==> config.mk <==
export PLATFORM = sky130hd
export DESIGN_NAME = qpsk_bit_splitter_flat
export DESIGN_NICKNAME = d
export VERILOG_FILES = /design/src/rtl/qpsk_bit_splitter_if.sv /design/src/rtl/qpsk_bit_splitter.sv /design/src/flat_wrapper.sv
export SDC_FILE = /design/constraint.sdc
export NUM_CORES = 1
export LEC_CHECK = 0
export CAP_MARGIN = 20
export CORE_ASPECT_RATIO = 0.8
export CORE_MARGIN = 2
export CORE_UTILIZATION = 48
export DETAILED_ROUTE_END_ITERATION = 12
export GPL_TIMING_DRIVEN = 1
export PLACE_DENSITY_LB_ADDON = 0.15
export SETUP_SLACK_MARGIN = 0.02
export SLEW_MARGIN = 20
export SYNTH_ARGS = -nofsm -noshare
export SYNTH_HDL_FRONTEND = slang
export SYNTH_SLANG_ARGS = --single-unit
export TNS_END_PERCENT = 5
==> constraint.sdc <==
create_clock -name clk -period 2.3 [get_ports clk]
set_input_delay 0.23 -clock clk [delete_from_list [all_inputs] [get_ports clk]]
set_output_delay 0.23 -clock clk [all_outputs]
set_load 0.02 [all_outputs]
==> src/rtl/qpsk_bit_splitter_if.sv <==
// Stream bundle for the QPSK bit splitter: serial bit input with
// valid/ready/last, paired-bit output with valid/ready/last/pad, and
// the running symbol count.
interface qpsk_bit_splitter_if #(
  parameter int COUNT_W = 16
);
  logic               in_bit;
  logic               in_valid;
  logic               in_last;
  logic               in_ready;
  logic               out_odd;
  logic               out_even;
  logic               out_valid;
  logic               out_ready;
  logic               out_last;
  logic               out_pad;
  logic [COUNT_W-1:0] sym_count;

  // Splitter side: consumes bits, produces pairs.
  modport slave (
    input  in_bit, in_valid, in_last, out_ready,
    output in_ready, out_odd, out_even, out_valid, out_last, out_pad, sym_count
  );

  // Environment side: produces bits, consumes pairs.
  modport master (
    output in_bit, in_valid, in_last, out_ready,
    input  in_ready, out_odd, out_even, out_valid, out_last, out_pad, sym_count
  );
endinterface

==> src/rtl/qpsk_bit_splitter.sv <==
// QPSK bit splitter: groups a serial bit stream into (odd, even) pairs for
// the I/Q mapper. An odd-length frame is closed with a zero-padded pair.
// One output register slot; a new pair may replace the outgoing one in the
// same cycle, so a continuously ready sink sees one pair per two bits.
module qpsk_bit_splitter #(
  parameter int COUNT_W = 16
) (
  input  logic                  clk,
  input  logic                  reset,
  qpsk_bit_splitter_if.slave    bus
);

  typedef enum logic [1:0] {
    WAIT_ODD  = 2'd0,
    WAIT_EVEN = 2'd1,
    PAD       = 2'd2
  } state_t;

  state_t             state;
  logic               held_bit;

  logic               vld_p1;
  logic               odd_p1;
  logic               even_p1;
  logic               last_p1;
  logic               pad_p1;
  logic [COUNT_W-1:0] sym_cnt;

  logic               in_ready;
  logic               slot_free;
  logic               in_hs;
  logic               out_hs;

  logic               load;
  logic               load_odd;
  logic               load_even;
  logic               load_last;
  logic               load_pad;

  // The output slot can take a new pair if it is empty or being drained now.
  assign slot_free = !vld_p1 || bus.out_ready;
  assign in_hs     = bus.in_valid && in_ready;
  assign out_hs    = vld_p1 && bus.out_ready;

  // Input acceptance depends on state; an even bit needs a free slot.
  always_comb begin
    in_ready = 1'b0;
    case (state)
      WAIT_ODD:  in_ready = 1'b1;
      WAIT_EVEN: in_ready = slot_free;
      PAD:       in_ready = 1'b0;
      default:   in_ready = 1'b0;
    endcase
  end

  // Decide whether the output slot is written this cycle and with what.
  always_comb begin
    load      = 1'b0;
    load_odd  = 1'b0;
    load_even = 1'b0;
    load_last = 1'b0;
    load_pad  = 1'b0;
    case (state)
      WAIT_ODD: begin
        if (in_hs && bus.in_last && slot_free) begin
          load      = 1'b1;
          load_odd  = bus.in_bit;
          load_last = 1'b1;
          load_pad  = 1'b1;
        end
      end
      WAIT_EVEN: begin
        if (in_hs) begin
          load      = 1'b1;
          load_odd  = held_bit;
          load_even = bus.in_bit;
          load_last = bus.in_last;
        end
      end
      PAD: begin
        if (slot_free) begin
          load      = 1'b1;
          load_odd  = held_bit;
          load_last = 1'b1;
          load_pad  = 1'b1;
        end
      end
      default: ;
    endcase
  end

  // ---- stage p0 -> p1: FSM, held odd bit, output slot and symbol counter
  always_ff @(posedge clk or negedge reset) begin
    if (!reset) begin
      state    <= WAIT_ODD;
      held_bit <= 1'b0;
      vld_p1   <= 1'b0;
      odd_p1   <= 1'b0;
      even_p1  <= 1'b0;
      last_p1  <= 1'b0;
      pad_p1   <= 1'b0;
      sym_cnt  <= '0;
    end else begin
      if (out_hs) begin
        sym_cnt <= sym_cnt + {{(COUNT_W-1){1'b0}}, 1'b1};
      end

      // A load wins over a drain so back-to-back pairs leave no bubble.
      if (load) begin
        vld_p1  <= 1'b1;
        odd_p1  <= load_odd;
        even_p1 <= load_even;
        last_p1 <= load_last;
        pad_p1  <= load_pad;
      end else if (out_hs) begin
        vld_p1  <= 1'b0;
      end

      case (state)
        WAIT_ODD: begin
          if (in_hs) begin
            held_bit <= bus.in_bit;
            if (!bus.in_last) begin
              state <= WAIT_EVEN;
            end else if (!slot_free) begin
              state <= PAD;
            end
          end
        end
        WAIT_EVEN: begin
          if (in_hs) begin
            state <= WAIT_ODD;
          end
        end
        PAD: begin
          if (slot_free) begin
            state <= WAIT_ODD;
          end
        end
        default: state <= WAIT_ODD;
      endcase
    end
  end

  assign bus.in_ready  = in_ready;
  assign bus.out_valid = vld_p1;
  assign bus.out_odd   = odd_p1;
  assign bus.out_even  = even_p1;
  assign bus.out_last  = last_p1;
  assign bus.out_pad   = pad_p1;
  assign bus.sym_count = sym_cnt;

endmodule

==> src/flat_wrapper.sv <==
// flat-port wrapper written by rule: the top's interface ports become plain ports
module qpsk_bit_splitter_flat 
#(
  parameter int COUNT_W = 16
)
  (clk, reset, bus_in_bit, bus_in_valid, bus_in_last, bus_out_ready, bus_in_ready, bus_out_odd, bus_out_even, bus_out_valid, bus_out_last, bus_out_pad, bus_sym_count);
  qpsk_bit_splitter_if #(.COUNT_W(COUNT_W)) bus_i ();
  input  logic clk;
  input  logic reset;
  input wire logic [$bits(bus_i.in_bit)-1:0] bus_in_bit;
  input wire logic [$bits(bus_i.in_valid)-1:0] bus_in_valid;
  input wire logic [$bits(bus_i.in_last)-1:0] bus_in_last;
  input wire logic [$bits(bus_i.out_ready)-1:0] bus_out_ready;
  output wire logic [$bits(bus_i.in_ready)-1:0] bus_in_ready;
  output wire logic [$bits(bus_i.out_odd)-1:0] bus_out_odd;
  output wire logic [$bits(bus_i.out_even)-1:0] bus_out_even;
  output wire logic [$bits(bus_i.out_valid)-1:0] bus_out_valid;
  output wire logic [$bits(bus_i.out_last)-1:0] bus_out_last;
  output wire logic [$bits(bus_i.out_pad)-1:0] bus_out_pad;
  output wire logic [$bits(bus_i.sym_count)-1:0] bus_sym_count;
  assign bus_i.in_bit = bus_in_bit;
  assign bus_i.in_valid = bus_in_valid;
  assign bus_i.in_last = bus_in_last;
  assign bus_i.out_ready = bus_out_ready;
  assign bus_in_ready = bus_i.in_ready;
  assign bus_out_odd = bus_i.out_odd;
  assign bus_out_even = bus_i.out_even;
  assign bus_out_valid = bus_i.out_valid;
  assign bus_out_last = bus_i.out_last;
  assign bus_out_pad = bus_i.out_pad;
  assign bus_sym_count = bus_i.sym_count;
  qpsk_bit_splitter #(.COUNT_W(COUNT_W)) u_core (.clk(clk), .reset(reset), .bus(bus_i));
endmodule
==> impl_metrics.yaml <==
timing:
  hold_violations: 0
  holdWs_ns: 0.2414
  relSlewSlack_pct: 75.88
  slew_viol_final: 0
  timing.fmax_mhz: 459.0
  rsz0062_at_grt: "no"
  finalSetupViolCount: 0
  tightestPinTransition_ns: 0.3590
  min_period_ns: 2.179
  min_period_over_period_pct: 94.72
  skew_ns: 0.01667
  setup_tns_ns: 0
logic_synthesis:
  netlist_top_cells_area: "dfrtp_1 51%, xnor2_1 11%, ha_1 5.3%"
  synth.most_common_cell: "dfrtp_1"
  synthCells: 103
  synth-adder-area-share_pct: 5.280
  async_reset_ff_share_pct: 100.0
  synth_compound_area_share_pct: 9.293
  syn_area_mm2: 0.001185
  synth_top_area_cell: "dfrtp_1"
  synth_top_family_by_area: "simple AND/OR/NAND/NOR gates"
  ys.flop_type: "dfrtp_1"
  synth.avg_cell_area_um2: 11.50
  synthXorXnorAreaFrac_pct: 11.09
  yosysTopAreaCellShare_pct: 50.69
  ys_seq_area_share_pct: 50.69
  synth.net_count: 114
  ys_types: 27
  synthSimpleGateAreaFrac_pct: 15.21
  synth_mux_area_share_pct: 5.913
  ys_ff_latch: 24
  synth_edf_count: 0
  synth_warnings: 0
  synth_commonest_cells: "24 x dfrtp_1, 15 x xnor2_1, 7 x nand2_1, 7 x nand3_1, 7 x nand4_1"
finish:
  multi_input_area_um2: 554.3
  final_cells: 161
  antenna_cells: 0
  drive_gt1_share_pct: 5.224
  layout.nets: 146
  area_growth_pct: 29.78
  post-route-util_pct: 64.01
  fillers: 208
  register_area_um2: 600.6
floorplan:
  dieArea_mm2: 0.002885
  io_pins: 28
  die_y_um: 48.44
  initial_utilization_pct: 49.32
  rows: 16
  core-area_mm2: 0.002402
  dieWidth_um: 59.55
route:
  antenna_left: 0
  vias: 882
  drc: 0
  drt-pass1-iter-count: 4
  viasPerCell: 5.478
  drt_iter0_drc: 20
  wl_per_cell_um: 13.83
  drt-total-wl_um: 2226
setup_path:
  reg2reg_to: "u_core.state[1]$_DFFE_PN0P_"
  cp_data_required_time_ns: 2.07
  path_class: "reg2out"
  cp_max_fo: 9
  rr_startpoint: "u_core.state[0]$_DFFE_PN0P_"
  start_kind: "register"
  r2r_slack_ns: 0.36
  reg2reg_depth: 6
  cp.arrival_ns: 1.95
  crit_path_end_kind: "output pin"
cts:
  cts_resized: 0
  cts_tree: "yes"
  post-cts-setup-buffer-count: 0
  clkSinkCount: 24
  cts-hold-fix-buffers: 0
  clock_path_buffers: 2
  cts_inserted_buffers: 3
  h-tree-depth: 1
  cts-root-buf: "clkbuf_4"
  cts.clk_slew.worst_paths_ns: 0.14
  insertion_delay_ns: 0.33
placed_design:
  placed_cells: 157
  port_buffers: 27
  gp_congestion: 0.7770
  dp.final_hpwl_um: 1697
power:
  peakVddDrop_mv: 0.6685
  power_mw: 1.697
  power_density_mw_per_mm2: 1104
  leakagePower_nw: 0.6751
status:
  status: "finished, final reports clean"
global_routing:
  antenna_found_initial: 0
  grt-ovfl-total: 0
  grt_pass1_vias: 845
  track_usage_pct: 17.49
  grt_pass1_wl_um: 3829
  grt_max_degree: 25
flow_run:
  maxCapViolCount: 0
min_path:
  hp-class: "in2async"
## area by class of cell
type	count	share of cell area (%)
Timing Repair Buffer	28	18.06
Multi-Input combinational cell	73	36.05
Inverter	5	1.221
Clock inverter	1	1.953
Sequential cell	24	39.06
Tap cell	27	2.197
Clock buffer	3	1.465
## how the worst max path moves through the flow
stage	start	to	slack, ns	depth (start not counted)
detailed placement	bus_out_ready	u_core.state[1]$_DFFE_PN0P_	0.18	5
finish	u_core.state[0]$_DFFE_PN0P_	bus_in_ready	0.12	4
CTS	u_core.state[0]$_DFFE_PN0P_	bus_in_ready	0.10	4
global placement	bus_out_ready	u_core.state[1]$_DFFE_PN0P_	0.21	5
global route	u_core.state[0]$_DFFE_PN0P_	bus_in_ready	0.02	4
floorplan	u_core.state[0]$_DFFE_PN0P_	u_core.state[1]$_DFFE_PN0P_	0.49	6
## state kept, by name, indices dropped and copies added (netlist names)
name and cells:
u_core.state 2, u_core.bus.out_valid 1, u_core.held_bit 1, u_core.bus.out_even 1
u_core.bus.out_last 1, u_core.bus.sym_count 16, u_core.bus.out_odd 1, u_core.bus.out_pad 1
## routing by layer
layer / vias to the layer above / wire length [um] / track usage, %
met5: - / 0 / 0
met4: 0 / 21 / 3.333
met3: 5 / 84 / 5.615
met2: 15 / 1006 / 26.56
met1: 436 / 1114 / 24.78
li1: 426 / - / -
## critical path, stage by stage (launching register included)
cell and delay [ns]:
dfrtp_1 0.43, inv_1 0.11, ha_1 0.36, a21o_1 0.13
clkdlybuf4s50_1 0.59
## stage by stage
stage | setup slack (ns) | instance area [um2]
global placement | 0.2118 | 1485
detailed placement | 0.1758 | 1485
finish | 0.1213 | 1538
global route | 0.02219 | 1538
floorplan | 0.4931 | 1185
CTS | 0.1046 | 1538
## power by group
part	switching, mW	leakage (nW)	internal [mW]
Sequential	0.127	0.310	0.527
Combinational	0.373	0.337	0.365
Clock	0.129	0.0279	0.177
Total	0.629	0.675	1.07
## cells by family (layout without fill, tap and decap cells)
group	count (synthesis)	after routing
compound gates	13	13
xor+xnor	15	15
fa+ha+maj	5	5
buf+inv	6	37
flops	24	24
mux	6	6
simple gates	34	34
## layout by cell type (no fill, tap or decap), drive strengths merged
master	instances
o211ai	1
nor3	1
ha	5
a221oi	1
o21ai	2
o22ai	1
a22o	1
mux2i	1
nand4	7
mux2	5
a32o	1
nand3	7
nand2	7
and3	6
dfrtp	24
and2	1
a21oi	2
buf	1
nor2b	1
a22oi	1
nand2b	2
a21o	2
clkbuf	3
o2bb2ai	1
xnor2	15
clkdlybuf4s50	27
nor2	2
bufinv	1
inv	5
Note: power is estimated with default switching activity, not from simulation.
